File: config.mk
export PLATFORM = sky130hd
export DESIGN_NAME = q_table_updater
export DESIGN_NICKNAME = d
export VERILOG_FILES = /design/src/rtl/q_table_updater.sv
export SDC_FILE = /design/constraint.sdc
export NUM_CORES = 1
export LEC_CHECK = 0
export ABC_CLOCK_PERIOD_IN_PS = 20000
export CORE_MARGIN = 2
export CORE_UTILIZATION = 30
export CTS_CLUSTER_DIAMETER = 150
export DETAILED_ROUTE_END_ITERATION = 10
export GPL_TIMING_DRIVEN = 1
export MAX_ROUTING_LAYER = met4
export SYNTH_ARGS = -nofsm -noshare
export SYNTH_HDL_FRONTEND = slang
export SYNTH_SLANG_ARGS = --single-unit
File: constraint.sdc
create_clock -name clk -period 20 [get_ports clk]
set_input_delay 4 -clock clk [delete_from_list [all_inputs] [get_ports clk]]
set_output_delay 4 -clock clk [all_outputs]
set_load 0.005 [all_outputs]
File: src/rtl/q_table_updater.sv
// q_table_updater
//   Writer-side companion to the Q-value action selector. For one taken
//   action it reads the current-state row and the next-state row, computes
//   Q <= Q + alpha*(r + gamma*maxQ(s') - Q) in 18-bit two's complement, and
//   writes the updated row back with only the selected lane replaced.
//   Q-values and rewards are 16-bit sign-magnitude (bit 15 = sign).
//
// Ports
//   clk, rst_n           clock (rising edge), asynchronous active-low reset
//   start                one-cycle request, sampled only while idle
//   state, next_state    s and s' (row addresses)
//   action               1..4 selects lane [15:0]..[63:48]; others invalid
//   reward, terminal     reward r (sign-magnitude); terminal forces maxQ=0
//   busy, done, err      status: busy after accept through DONE, done pulse,
//                        sticky invalid-action flag
//   mem_addr, mem_rd_en, mem_rd_data, mem_wr_en, mem_wr_data
//                        Q-table port; read data valid one cycle after strobe
//   upd_count, sat_count (only with Q_UPDATE_STATS_EN) write / saturation
//                        counters, 16-bit wrapping
//
// Optional feature macro: Q_UPDATE_STATS_EN
module q_table_updater #(
  parameter int unsigned STATE_W     = 4,
  parameter int unsigned ALPHA_SHIFT = 1,
  parameter int unsigned GAMMA_SHIFT = 3
) (
  input  logic               clk,
  input  logic               rst_n,
  input  logic               start,
  input  logic [STATE_W-1:0] state,
  input  logic [STATE_W-1:0] next_state,
  input  logic [3:0]         action,
  input  logic [15:0]        reward,
  input  logic               terminal,
  output logic               busy,
  output logic               done,
  output logic               err,
  output logic [STATE_W-1:0] mem_addr,
  output logic               mem_rd_en,
  input  logic [63:0]        mem_rd_data,
  output logic               mem_wr_en,
  output logic [63:0]        mem_wr_data
`ifdef Q_UPDATE_STATS_EN
  ,
  output logic [15:0]        upd_count,
  output logic [15:0]        sat_count
`endif
);

  typedef enum logic [2:0] {
    S_IDLE, S_RD_CUR, S_RD_NXT, S_MAXQ, S_CALC, S_WRITE, S_DONE
  } state_e;

  localparam logic signed [17:0] Q_MAX = 18'sd32767;

  state_e state_q, state_d;

  logic [STATE_W-1:0] s_q, s_d, ns_q, ns_d;
  logic [3:0]         action_q, action_d;
  logic [15:0]        reward_q, reward_d;
  logic               terminal_q, terminal_d;
  logic               err_q, err_d;
  logic [63:0]        cur_row_q, cur_row_d;
  logic signed [17:0] maxq_q, maxq_d;
  logic [15:0]        new_lane_q, new_lane_d;

  function automatic logic signed [17:0] sm_to_tc(input logic [15:0] v);
    logic signed [17:0] m;
    m = {3'b000, v[14:0]};
    return v[15] ? -m : m;
  endfunction

  function automatic logic act_valid(input logic [3:0] a);
    return (a != 4'd0) && (a <= 4'd4);
  endfunction

  logic               valid_q;
  logic [1:0]         lane_sel;
  logic [15:0]        q_lane;
  logic signed [17:0] lane_tc [4];
  logic signed [17:0] row_max;
  logic signed [17:0] q_tc, r_tc, g, t, dlt, n, n_abs;
  logic               calc_sat;
  logic [14:0]        mag_sat;
  logic [15:0]        calc_lane;
  logic [63:0]        wr_row;

  assign valid_q  = act_valid(action_q);
  assign lane_sel = 2'(action_q - 4'd1);
  assign q_lane   = cur_row_q[16*lane_sel +: 16];

  // Signed max over the next-state row; -0 converts to 0 so it ties with +0.
  always_comb begin
    for (int unsigned i = 0; i < 4; i++) begin
      lane_tc[i] = sm_to_tc(mem_rd_data[16*i +: 16]);
    end
    row_max = lane_tc[0];
    for (int unsigned i = 1; i < 4; i++) begin
      if (lane_tc[i] > row_max) row_max = lane_tc[i];
    end
  end

  // Update arithmetic; 18 bits cover the worst-case intermediate range.
  always_comb begin
    q_tc     = sm_to_tc(q_lane);
    r_tc     = sm_to_tc(reward_q);
    g        = maxq_q - (maxq_q >>> GAMMA_SHIFT);
    t        = r_tc + g;
    dlt      = t - q_tc;
    n        = q_tc + (dlt >>> ALPHA_SHIFT);
    // Saturation is symmetric, so clamp the magnitude and keep the sign;
    // a negative n always has a non-zero magnitude, so zero stays 0x0000.
    n_abs    = n[17] ? -n : n;
    calc_sat = (n_abs > Q_MAX);
    mag_sat  = calc_sat ? 15'h7FFF : n_abs[14:0];
    calc_lane = {n[17], mag_sat};
  end

  always_comb begin
    wr_row = cur_row_q;
    wr_row[16*lane_sel +: 16] = new_lane_q;
  end

  // State register
  always_ff @(posedge clk or negedge rst_n) begin
    if (!rst_n) state_q <= S_IDLE;
    else        state_q <= state_d;
  end

  // Next-state logic
  always_comb begin
    state_d = state_q;
    case (state_q)
      S_IDLE:   if (start) state_d = S_RD_CUR;
      S_RD_CUR: state_d = S_RD_NXT;
      S_RD_NXT: state_d = S_MAXQ;
      S_MAXQ:   state_d = S_CALC;
      S_CALC:   state_d = S_WRITE;
      S_WRITE:  state_d = S_DONE;
      S_DONE:   state_d = S_IDLE;
      default:  state_d = S_IDLE;
    endcase
  end

  // Output logic
  always_comb begin
    busy        = (state_q != S_IDLE);
    done        = 1'b0;
    err         = err_q;
    mem_addr    = '0;
    mem_rd_en   = 1'b0;
    mem_wr_en   = 1'b0;
    mem_wr_data = '0;
    case (state_q)
      S_RD_CUR: begin mem_rd_en = 1'b1; mem_addr = s_q;  end
      S_RD_NXT: begin mem_rd_en = 1'b1; mem_addr = ns_q; end
      S_WRITE: if (valid_q) begin
        mem_wr_en   = 1'b1;
        mem_addr    = s_q;
        mem_wr_data = wr_row;
      end
      S_DONE:   done = 1'b1;
      default:  ;
    endcase
  end

  // Datapath next values
  always_comb begin
    s_d        = s_q;
    ns_d       = ns_q;
    action_d   = action_q;
    reward_d   = reward_q;
    terminal_d = terminal_q;
    err_d      = err_q;
    cur_row_d  = cur_row_q;
    maxq_d     = maxq_q;
    new_lane_d = new_lane_q;
    case (state_q)
      S_IDLE: if (start) begin
        s_d        = state;
        ns_d       = next_state;
        action_d   = action;
        reward_d   = reward;
        terminal_d = terminal;
        err_d      = !act_valid(action);
      end
      S_RD_NXT: cur_row_d  = mem_rd_data;
      S_MAXQ:   maxq_d     = terminal_q ? '0 : row_max;
      S_CALC:   new_lane_d = calc_lane;
      default:  ;
    endcase
  end

  always_ff @(posedge clk or negedge rst_n) begin
    if (!rst_n) begin
      s_q        <= '0;
      ns_q       <= '0;
      action_q   <= '0;
      reward_q   <= '0;
      terminal_q <= 1'b0;
      err_q      <= 1'b0;
      cur_row_q  <= '0;
      maxq_q     <= '0;
      new_lane_q <= '0;
    end else begin
      s_q        <= s_d;
      ns_q       <= ns_d;
      action_q   <= action_d;
      reward_q   <= reward_d;
      terminal_q <= terminal_d;
      err_q      <= err_d;
      cur_row_q  <= cur_row_d;
      maxq_q     <= maxq_d;
      new_lane_q <= new_lane_d;
    end
  end

`ifdef Q_UPDATE_STATS_EN
  logic [15:0] upd_count_q, upd_count_d, sat_count_q, sat_count_d;

  always_comb begin
    upd_count_d = upd_count_q;
    sat_count_d = sat_count_q;
    if (state_q == S_WRITE && valid_q)            upd_count_d = upd_count_q + 16'd1;
    if (state_q == S_CALC && valid_q && calc_sat) sat_count_d = sat_count_q + 16'd1;
  end

  always_ff @(posedge clk or negedge rst_n) begin
    if (!rst_n) begin
      upd_count_q <= '0;
      sat_count_q <= '0;
    end else begin
      upd_count_q <= upd_count_d;
      sat_count_q <= sat_count_d;
    end
  end

  assign upd_count = upd_count_q;
  assign sat_count = sat_count_q;
`endif

endmodule

# Word level (Yosys, flattened, before mapping)
# Index checks and enable logic that the tools add are counted.
word_totals:
  register_bits: 131
op_classes:
  addsub: 13
  order_cmp: 6
  eq_ne: 7
  shifts: 3
  n_mux: 23
  reduce_logical: 9
op_table:
  columns: ["op", "n"]
  rows:
  - ["18-bit two-way mux", 11]
  - ["64-bit two-way mux", 2]
  - ["15-bit negation with 18-bit output", 6]
  - ["64-bit bitwise mux", 1]
  - ["16-bit by 34-bit variable shift with 64-bit output (first input constant)", 1]
  - ["16-bit by 34-bit indexed part select with 64-bit output", 1]
  - ["64-bit by 7-bit indexed part select with 16-bit output", 1]
  - ["18-bit greater-than comparator", 3]
  - ["6-bit negation with 34-bit output", 1]
  - ["18-bit by 17-bit adder with 18-bit output", 1]
  - ["18-bit adder", 1]
  - ["18-bit by 16-bit greater-than comparator with 1-bit output (second input constant)", 1]
  - ["18-bit negation", 1]
  - ["3-bit case mux with 6 select lines", 1]
  - ["18-bit by 15-bit subtractor with 18-bit output", 1]
  - ["18-bit subtractor", 1]
  - ["15-bit two-way mux", 1]
  - ["4-bit case mux with 3 select lines", 1]
  - ["3-bit == test (second input constant)", 3]
  - ["4-bit by 3-bit <= comparator with 1-bit output (second input constant)", 2]
  - ["4-bit nonzero test", 2]
  - ["3-bit by 2-bit == test with 1-bit output (second input constant)", 2]
  - ["1-bit two-way mux", 4]
  - ["4-bit two-way mux", 1]
  - ["other kinds (10)", 11]

# Longest topological paths before layout
# Gate-level depths: netlist (run 1).
depth:
  depth_word: 10
  mapped_depth: 43
  ltp_nobuf: 39

# Worst setup path after synthesis (run 1)
# OpenSTA, ideal clock, no wires.
synth_timing:
  path_type: "input to register"
  start: "input port mem_rd_data[20]"
  end: "register maxq_q[14]"
  setup_time_ns: 0.077
  arrival_time_ns: 11.253
  path_slack_ns: 8.669
  stages: 39
  path_buffers: 5
  cell_sequence: "nor4_1 nand2_1 o41ai_1 xor2_1 inv_1 ha_1 a21oi_1 o21ai_0 a211oi_1 o2111ai_1 a31oi_1 a211oi_1 nand2_1 buf_2 buf_2 mux2i_1 inv_1 ha_1 [3 not listed] o2111ai_1 a21oi_1 a21oi_1 nand2_1 clkbuf_1 mux2i_1 ha_1 a21o_1 a21o_1 a211oi_1 o211ai_1 a21oi_1 mux2i_1 a21oi_1 clkbuf_1 clkbuf_1 a21oi_1 a21oi_1"
synth_between:
  elab_chain_len: 9
synth_rtl:
  columns: ["element", "line_no", "source"]
  rows:
  - ["from (decl)", "40", "input logic [63:0] mem_rd_data,"]
  - ["15-bit negation with 18-bit output", "70", "return v[15] ? -m : m;"]
  - ["18-bit two-way mux *", "70", null]
  - ["18-bit greater-than comparator", "99", "if (lane_tc[i] > row_max) row_max = lane_tc[i];"]
  - ["18-bit two-way mux *", "99", null]
  - ["18-bit greater-than comparator", "99", null]
  - ["18-bit two-way mux *", "99", null]
  - ["18-bit greater-than comparator", "99", null]
  - ["18-bit two-way mux *", "99", null]
  - ["18-bit two-way mux *", "188", "S_MAXQ: maxq_d = terminal_q ? '0 : row_max;"]
  - ["to (signal assigned)", "213", "maxq_q <= maxq_d;"]
  - ["to (decl)", "64", "logic signed [17:0] maxq_q, maxq_d;"]
# Mark *: on every way between the ends. The rest lies on a longest branch, timed or not.
# A chain may end at the register's enable or synchronous reset.

# Final worst setup path (run 1)
layout_timing:
  start: "input port mem_rd_data[20]"
  end: "register maxq_q[12]"
# The elaborated chain is that of the path after synthesis.

==> results of run 1 <==
[cells by family after synthesis]
| kind of cell | count (synthesis) | share of synthesized area, % |
|---|---|---|
| simple gates | 430 | 16.5 |
| compound gates | 354 | 17.3 |
| xor+xnor | 127 | 8.72 |
| mux | 128 | 12.2 |
| flops | 131 | 25.3 |
| buf+inv | 177 | 5.28 |
| fa+ha+maj | 132 | 14.8 |
[synth_stat cells, types with 4 or more instances]
library cell	count
a211oi_1	10
o31ai_1	14
o21a_1	11
nand2b_1	14
mux4_2	15
nand2_1	83
xor2_1	65
or3_1	11
nand3_1	25
a22oi_1	4
fa_1	35
mux2_1	4
o21ai_0	54
xnor2_1	61
mux2i_1	20
nor2b_1	71
a31oi_1	15
buf_1	4
inv_1	116
nand3b_1	4
o41ai_1	7
nand4_1	13
dfrtp_1	131
mux2_2	89
nor3_1	32
nor4_1	7
a21oi_2	10
a221oi_1	6
and3_1	6
ha_1	97
o211ai_1	5
a32oi_1	8
o31a_1	5
buf_2	4
clkbuf_1	51
a21oi_1	142
a41oi_1	5
or2_2	4
nor2_1	135
a21o_1	27
nor3b_1	4
o21bai_1	6
[sequential cells by signal (all words and copies together) (netlist names)]
register / cells
state_q: 3
ns_q: 4
cur_row_q: 64
maxq_q: 18
action_q: 4
new_lane_q: 16
err: 1
s_q: 4
terminal_q: 1
reward_q: 16
[final timing paths]
check                           endpoint  slack [ns]       startpoint  cells past startpoint
min in group asynchronous  cur_row_q[20]        3.55            rst_n                      1
max in group asynchronous     maxq_q[13]       15.10            rst_n                      2
max                           maxq_q[12]        6.95  mem_rd_data[20]                     37
min                          action_q[3]        0.51      action_q[3]                      1
min reg2reg                  action_q[3]        0.51      action_q[3]                      1
max reg2reg                new_lane_q[9]       10.30      action_q[0]                     32
[layer usage]
| metal | track usage [%] | vias up |
|---|---|---|
| li1 | - | 5508 |
| met1 | 26.7 | 5886 |
| met2 | 35.6 | 410 |
| met3 | 1.91 | 66 |
| met4 | 6.92 | 0 |
| met5 | - | - |
[final cells by class]
class / count / share of cell area (%)
inverter: 116 / 2.75
sequential: 131 / 20.7
timing repair buffer: 177 / 11.0
clock inverter: 14 / 1.06
tap: 585 / 4.62
multi-input combinational: 1171 / 57.1
clock buffer: 18 / 2.71
[metrics by stage]
stage	utilization (%)	hold slack, ns
floorplan	-	0.461
global placement	35.6	0.485
detailed placement	35.6	0.488
CTS	36.9	0.504
global route	36.9	0.515
finish	36.9	0.510
==> results by group, run 1 <==
Critical path
  – Crit path largest cell delay: 0.98 ns
  – CP Data Required Time: 20.31 ns
  – Crit path max-delay cell type: nor4_1
  – Crit path max fanout: 20
  – Kind of critical path: input pin to flop
  – Critical path's top delay family: compound AO/OA/AOI/OAI gates
  – Critical Path Source Type: input pin
  – Crit path DAT: 13.36 ns
  – Worst Setup End Kind: flop
  – Bufs and invs on worst path: 3
  – Top cell by count, worst path: a21oi_1

Detailed routing
  – Met2 wire len: 22.7 mm
  – Number of routed nets with antenna violations: 0
  – Avg WL per Cell: 20.9 um
  – Initial drt markers: 958
  – M1 wire length: 19.9 mm
  – Final WL: 46.1 mm
  – Met3 wire length: 2.19 mm
  – Total number of vias: 11,900
  – DR top layer: met4
  – Pre-antenna DRT Iters: 5
  – Post-route DRC: 0
  – Vias/cell: 5.37

Timing
  – Pins Over Slew Limit: 0
  – Maximum clock frequency: 0.0766 GHz
  – Worst-Margin Slew: 1.24 ns
  – RSZ-0062 raised after global routing: no
  – Crit share post-route: 65.2%
  – Setup ws final: 6.95 ns
  – Post-route setup TNS: 0 ns
  – Slew headroom: 17.3%
  – Worst clock skew: 0.0151 ns
  – Setup violations, final: 0
  – Fin. Hold Viols: 0
  – Fin crit period: 13.05 ns

Die
  – Die Y: 212 um
  – Die Width: 212 um
  – Row count: 76
  – Initial Utilization: 30.3%
  – Core area: 0.0429 sq mm
  – Ports: 169
  – Die area: 0.0449 sq mm

CTS
  – Clk buf depth: 2
  – Cts bufs inserted: 17
  – Clock Pin Slew Worst Setup and Hold Paths: 0.07 ns
  – H-tree depth: 4
  – CTS tree: yes
  – Post_cts resized: 0
  – Hold Buf Count CTS: 0
  – # Post-CTS Setup Buffers: 0
  – TritonCTS Sinks: 131
  – Root buffer cell: clkbuf_16
  – Skew-Pair Late Insertion Delay: 0.43 ns

Synthesis
  – Synthesized area per cell: 8.77 sq um
  – Yosys warnings: 0
  – Post-Synthesis Cells: 1,479
  – Async set-or-reset flop fraction in the synthesized netlist: 100%
  – Post-synth top area cell: dfrtp_1
  – EDFF count, synth: 0
  – Synth Register Bits: 131
  – Top cells by area, synth: dfrtp_1 25%, ha_1 9.4%, mux2_2 7.7%
  – Main flop type after synthesis: dfrtp_1
  – Syn nets: 1,707
  – Distinct cells, synth: 71
  – Post-synthesis sequential area ratio: 25.3%
  – Yosys top cell area share: 25.3%
  – Cell Area, Synth: 0.0130 sq mm

Finish
  – Most frequent cells in the layout: 167 x clkdlybuf4s50_1, 142 x a21oi_1, 133 x nor2_1
  – Final non-filler cell total: 2,212
  – Synthesis-to-layout area growth: 22.1%
  – Final nets: 1,842
  – Area occupied by registers: 0.00328 sq mm
  – Layout cells sized above 1: 11.0%
  – Most common cell after layout, fill and taps aside: clkdlybuf4s50_1
  – # fillers: 4,340
  – Design Area, Final: 0.0158 sq mm
  – Multi-input gate area: 0.00905 sq mm
  – Antenna cells: 0

Placement
  – Routability cong.: 1.00
  – Placed Area: 0.0152 sq mm
  – Worst slack at placement: 6.78 ns
  – Placed Cells: 2,180
  – DP HPWL: 37.7 mm
  – Number of port buffers: 168

Min path
  – Hold Crit Class: flop to flop

GRT
  – Number of global-route vias before repair: 11,700
  – Largest net degree at the start of global routing: 70
  – Total track usage: 21.1%
  – Initial antenna violation count: 0
  – Global-route wire length before repair: 69.5 mm
  – Total grt overflow: 0

Status
  – Outcome: finished clean

Flow run
  – Max-Cap Viols: 0
Power of run 1 is left out: the tool's default activity adds up to more than one toggle a clock period on the data nets, which glitch-free logic cannot reach.
==> inputs of run 2 (changes only) <==
--- a/config.mk
+++ b/config.mk
@@ -5,7 +5,7 @@
 export SDC_FILE = /design/constraint.sdc
 export NUM_CORES = 1
 export LEC_CHECK = 0
-export ABC_CLOCK_PERIOD_IN_PS = 20000
+export ABC_CLOCK_PERIOD_IN_PS = 12400
 export CORE_MARGIN = 2
 export CORE_UTILIZATION = 30
 export CTS_CLUSTER_DIAMETER = 150
==> constraint.sdc (replaced) <==
create_clock -name clk -period 12.4 [get_ports clk]
set_input_delay 2.48 -clock clk [delete_from_list [all_inputs] [get_ports clk]]
set_output_delay 2.48 -clock clk [all_outputs]
set_load 0.005 [all_outputs]
==> run 2 against run 1 <==
Compared with the run above: first-iteration DRC count rose by 2.3%; die area did not move; core utilization rose by 0.13 points; highest routed layer unchanged; count of clock-buffer cells in the layout did not move.
==> results by group, run 2 (synthesized netlist as in run 1, its figures left out) <==
Min path
  – Hold Crit Class: flop to flop

Detailed routing
  – Total number of vias: 11,900 (+0.63%)
  – Avg WL per Cell: 21.3 um (+1.9%)
  – Met3 wire length: 2.79 mm (+27%)
  – Pre-antenna DRT Iters: 5 (unchanged)
  – Initial drt markers: 980 (+2.3%)
  – Met2 wire len: 22.6 mm (-0.52%)
  – Final WL: 47.2 mm (+2.2%)
  – Vias/cell: 5.38 (+0.31%)
  – Post-route DRC: 0 (unchanged)
  – Number of routed nets with antenna violations: 0 (unchanged)
  – DR top layer: met4
  – M1 wire length: 19.8 mm (-0.45%)

Timing
  – Crit share post-route: 88.6%
  – Worst-Margin Slew: 1.24 ns (+0.00659 ns)
  – Slew headroom: 17.0% (-0.35 points)
  – Worst clock skew: 0.00919 ns (-0.00589 ns)
  – Post-route setup TNS: 0 ns (unchanged)
  – Fin crit period: 10.98 ns
  – Setup violations, final: 0 (unchanged)
  – RSZ-0062 raised after global routing: no
  – Maximum clock frequency: 0.0911 GHz
  – Fin. Hold Viols: 0 (unchanged)
  – Pins Over Slew Limit: 0 (unchanged)

Status
  – Outcome: finished clean

GRT
  – Total grt overflow: 0 (unchanged)
  – Number of global-route vias before repair: 12,000 (+3.0%)
  – Largest net degree at the start of global routing: 74 (+5.7%)
  – Initial antenna violation count: 1 (+1)
  – Global-route wire length before repair: 71.5 mm (+2.9%)
  – Total track usage: 21.8% (+0.72 points)

Die
  – Die Width: 212 um (unchanged)
  – Initial Utilization: 30.3% (unchanged)
  – Die Y: 212 um (unchanged)
  – Core area: 0.0429 sq mm (unchanged)
  – Die area: 0.0449 sq mm (unchanged)
  – Ports: 169 (unchanged)
  – Row count: 76 (unchanged)

CTS
  – Post_cts resized: 0 (unchanged)
  – Hold Buf Count CTS: 0 (unchanged)
  – Root buffer cell: clkbuf_16
  – H-tree depth: 4 (unchanged)
  – Clock Pin Slew Worst Setup and Hold Paths: 0.07 ns (about the same)
  – Skew-Pair Late Insertion Delay: 0.44 ns (about the same)
  – Cts bufs inserted: 17 (unchanged)
  – TritonCTS Sinks: 131 (unchanged)
  – # Post-CTS Setup Buffers: 0 (unchanged)
  – CTS tree: yes
  – Clk buf depth: 2 (unchanged)

Flow run
  – Max-Cap Viols: 0 (unchanged)

Finish
  – Max FFs per register: 64 (unchanged)
  – Most frequent cells in the layout: 167 x clkdlybuf4s50_1, 142 x a21oi_1, 133 x nor2_1
  – Synthesis-to-layout area growth: 22.5%
  – Largest regs: cur_row_q: 64 flops, maxq_q: 18 flops
  – Final nets: 1,848 (+0.33%)
  – Most common cell after layout, fill and taps aside: clkdlybuf4s50_1
  – Layout cells sized above 1: 11.4% (+0.39 points)
  – Top reg by flops: cur_row_q

Critical path
  – Crit path largest cell delay: 0.60 ns (-0.38 ns)
  – Crit path max-delay cell type: clkdlybuf4s50_1
  – CP Data Required Time: 12.72 ns (-7.59 ns)
  – Top cell by count, worst path: a21oi_1
  – Critical Path Source Type: input pin
  – Kind of critical path: input pin to flop
  – Crit path max fanout: 17 (-15%)
  – Worst Setup End Kind: flop
  – Crit path DAT: 11.30 ns (-2.06 ns)

Placement
  – Routability cong.: 0.978 (-2.5%)
  – Number of port buffers: 168 (unchanged)
  – DP HPWL: 38.5 mm (+2.3%)
run 2: cell types whose count changed in the layout (fill, tap and decap cells not counted):
| cell | delta |
|---|---|
| inv_8 | -1 |
| diode_2 | +1 |
| buf_4 | +6 |
| clkinv_4 | +1 |
| clkbuf_1 | -1 |
| clkbuf_8 | +1 |
run 2: stage by stage:
stage | utilization [%] | area [sq um] | hold slack (ns) | setup WS [ns] | std cells
6_report | 37.1 | 15900 | 0.506 | 1.42 | 2219
5_1_grt | 37.1 | 15900 | 0.537 | 0.633 | 2219
4_1_cts | 37.1 | 15900 | 0.505 | 1.57 | 2218
3_5_place_dp | 35.7 | 15300 | 0.490 | 1.15 | 2186
3_3_place_gp | 35.7 | 15300 | 0.484 | 0.894 | 2186
2_1_floorplan | - | 13000 | 0.461 | 2.59 | 1479
run 2: critical path, delay by kind of cell:
family                     cells  cell delay (ns)
and+or+nand+nor                3             0.79
buffers and inverters          7             1.62
muxes                          2             0.72
AOI/OAI and AO/OA             24             4.55
xor gates and xnor gates       1             0.19
adders and majority gates      3             0.88
run 2: final cells by class:
class	count	area, sq um
Fill cell	4415	27000
Multi-Input combinational cell	1171	9050
Antenna cell	1	2.50
Timing Repair Buffer	183	1800
Inverter	116	435
Clock inverter	14	165
Sequential cell	131	3280
Tap cell	585	732
Clock buffer	18	439
run 2: path summary, 6_finish.rpt:
path / cells past startpoint / end / start / slack, ns
hold reg to reg: 1 / action_q[3] / action_q[3] / 0.51
hold / removal: 1 / action_q[3] / action_q[3] / 0.51
max in group asynchronous: 2 / reward_q[10] / rst_n / 9.06
min in group asynchronous: 1 / cur_row_q[4] / rst_n / 2.06
setup / recovery: 40 / maxq_q[12] / mem_rd_data[18] / 1.42
setup reg to reg: 32 / new_lane_q[9] / action_q[0] / 2.74
run 2: metal layers:
layer,GRT usage (%),vias up
met5,-,-
met4,8.84,0
met3,3.14,88
met2,35.7,451
met1,27.1,5875
li1,-,5531
Power of run 2 is left out for the same reason.
==> inputs of run 3 (changes only) <==
--- a/config.mk
+++ b/config.mk
@@ -5,7 +5,7 @@
 export SDC_FILE = /design/constraint.sdc
 export NUM_CORES = 1
 export LEC_CHECK = 0
-export ABC_CLOCK_PERIOD_IN_PS = 12400
+export ABC_CLOCK_PERIOD_IN_PS = 14050
 export CORE_MARGIN = 2
 export CORE_UTILIZATION = 30
 export CTS_CLUSTER_DIAMETER = 150
==> constraint.sdc (replaced) <==
create_clock -name clk -period 14.05 [get_ports clk]
set_input_delay 2.81 -clock clk [delete_from_list [all_inputs] [get_ports clk]]
set_output_delay 2.81 -clock clk [all_outputs]
set_load 0.005 [all_outputs]
==> run 3 against run 2 <==
Compared with the run above: non-clock buffer count down 4; clock skew about the same; global-route usage down 0.38 points; design area down 0.20%; die area unchanged; critical path depth down 2; register-to-register slack better by 1.6 ns; final cell count down 0.18%; hold slack better by 0.0017 ns; flip-flop and latch count unchanged; count of clock-buffer cells in the layout up 1.
==> results by group, run 3 (synthesized netlist as in run 1, its figures left out) <==
Status
  – Outcome: finished clean

GRT
  – Global-route wire length before repair: 70.1 mm (-1.9%)
  – GR met3 Demand/Resource: 2.66% (-0.49 points)
  – Largest net degree at the start of global routing: 71 (-4.1%)
  – Number of global-route vias before repair: 11,600 (-3.7%)
  – Met1 Use GR: 27.0% (-0.035 points)
  – Initial antenna violation count: 1 (unchanged)
  – Total grt overflow: 0 (unchanged)
  – Total track usage: 21.5% (-0.38 points)
  – M2 GR Usage: 35.8% (about the same)
  – GR peak layer: met2

Detailed routing
  – Pre-antenna DRT Iters: 5 (unchanged)
  – Total number of vias: 11,800 (-1.0%)
  – Avg WL per Cell: 21.2 um (-0.46%)
  – Final WL: 46.9 mm (-0.64%)
  – Number of routed nets with antenna violations: 0 (unchanged)
  – Initial drt markers: 932 (-4.9%)
  – Post-route DRC: 0 (unchanged)
  – Vias/cell: 5.34 (-0.86%)

Die
  – Row count: 76 (unchanged)
  – Die Y: 212 um (unchanged)
  – Ports: 169 (unchanged)
  – Die area: 0.0449 sq mm (unchanged)
  – Core area: 0.0429 sq mm (unchanged)
  – Die Width: 212 um (unchanged)
  – Initial Utilization: 30.3% (unchanged)

Critical path
  – Top cell by count, worst path: a21oi_1
  – R2r worst-path depth: 32 (unchanged)
  – Crit path max fanout: 22 (+5)
  – Critical Path Source Type: input pin
  – Reg-to-Reg End: new_lane_q[9]
  – RR Startpoint: action_q[0]
  – Crit path launch: mem_rd_data[20]
  – Crit path max-delay cell type: nor4_1
  – Kind of critical path: input pin to flop
  – Crit path capture: maxq_q[12]
  – Worst Setup End Kind: flop
  – Crit path largest cell delay: 1.01 ns (+0.41 ns)
  – Crit path DAT: 12.24 ns (+0.94 ns)
  – CP Data Required Time: 14.36 ns (+1.64 ns)
  – Reg-to-reg slack, setup: 4.37 ns (+1.63 ns)

CTS
  – Hold Buf Count CTS: 0 (unchanged)
  – Post_cts resized: 0 (unchanged)
  – Clk buf depth: 2 (unchanged)
  – CTS tree: yes
  – Skew-Pair Late Insertion Delay: 0.43 ns (about the same)
  – H-tree depth: 4 (unchanged)
  – # Post-CTS Setup Buffers: 0 (unchanged)
  – Clock Pin Slew Worst Setup and Hold Paths: 0.07 ns (about the same)
  – Root buffer cell: clkbuf_16
  – Cts bufs inserted: 17 (unchanged)
  – TritonCTS Sinks: 131 (unchanged)

Timing
  – Fin. Hold Viols: 0 (unchanged)
  – Worst clock skew: 0.00962 ns (+0.000428 ns)
  – Worst-Margin Slew: 1.23 ns (-0.0139 ns)
  – Fin crit period: 11.93 ns
  – Post-route setup TNS: 0 ns (unchanged)
  – Maximum clock frequency: 0.0839 GHz
  – Slew headroom: 17.9% (+0.93 points)
  – Setup violations, final: 0 (unchanged)
  – RSZ-0062 raised after global routing: no
  – Crit share post-route: 84.9%
  – Pins Over Slew Limit: 0 (unchanged)

Min path
  – Worst hold start: action_q[3]
  – Worst Hold Path Cells: 1 (unchanged)
  – Hold Crit Class: flop to flop

Finish
  – Max FFs per register: 64 (unchanged)
  – Most common cell after layout, fill and taps aside: clkdlybuf4s50_1
  – # fillers: 4,389 (-0.59%)
  – Most frequent cells in the layout: 167 x clkdlybuf4s50_1, 142 x a21oi_1, 133 x nor2_1
  – Top reg by flops: cur_row_q
  – Layout cells sized above 1: 11.2% (-0.22 points)
  – Largest regs: cur_row_q: 64 flops, maxq_q: 18 flops
  – Synthesis-to-layout area growth: 22.3%
  – Final nets: 1,844 (-0.22%)

Placement
  – DP HPWL: 38.4 mm (-0.35%)
  – Routability cong.: 0.969 (-0.86%)
  – Number of port buffers: 168 (unchanged)

Flow run
  – Max-Cap Viols: 0 (unchanged)
run 3: cell count changes in the layout (fill, tap and decap cells not counted), sizes merged:
cell	change
inv	-3
buf	-4
clkbuf	+1
clkinv	+1
clkinvlp	+1
run 3: cell type report:
cell class	count	area [sq um]	share of cell area, %
clock inverters	13	149	0.938
multi-input cells	1171	9050	57.0
well taps	585	732	4.61
flip-flops and latches	131	3280	20.7
clock buffers	19	453	2.85
inverters	116	435	2.74
repair buffers	179	1770	11.1
diodes	1	2.50	0.0158
run 3: through the flow:
step	hold WS [ns]	utilization (%)	instance area [sq um]	std cells	setup slack, ns
2_1_floorplan	0.461	-	13000	1479	3.91
3_3_place_gp	0.485	35.6	15300	2182	2.12
3_5_place_dp	0.487	35.6	15300	2182	2.01
4_1_cts	0.503	37.0	15900	2214	2.41
5_1_grt	0.514	37.0	15900	2215	1.44
6_report	0.508	37.0	15900	2215	2.12
run 3: worst max-delay path: cells and delay by family:
family / cells / cell delay [ns]
xor gates and xnor gates: 1 / 0.17
buffers and inverters: 5 / 1.12
adders and majority gates: 3 / 0.93
and+or+nand+nor: 6 / 2.15
muxes: 2 / 0.80
AOI/OAI and AO/OA: 21 / 4.25
run 3: worst min path at each step:
stage / slack (ns) / endpoint
final: 0.51 / action_q[3]
after global routing: 0.51 / maxq_q[7]
after CTS: 0.50 / maxq_q[7]
after detailed placement: 0.49 / maxq_q[7]
after global placement: 0.48 / action_q[3]
after floorplan: 0.46 / maxq_q[11]
run 3: routing by layer:
metal	vias up	routed length, um
li1	5492	-
met1	5884	20100
met2	381	23000
met3	64	2310
met4	0	1460
met5	-	0
Power of run 3 is left out for the same reason.
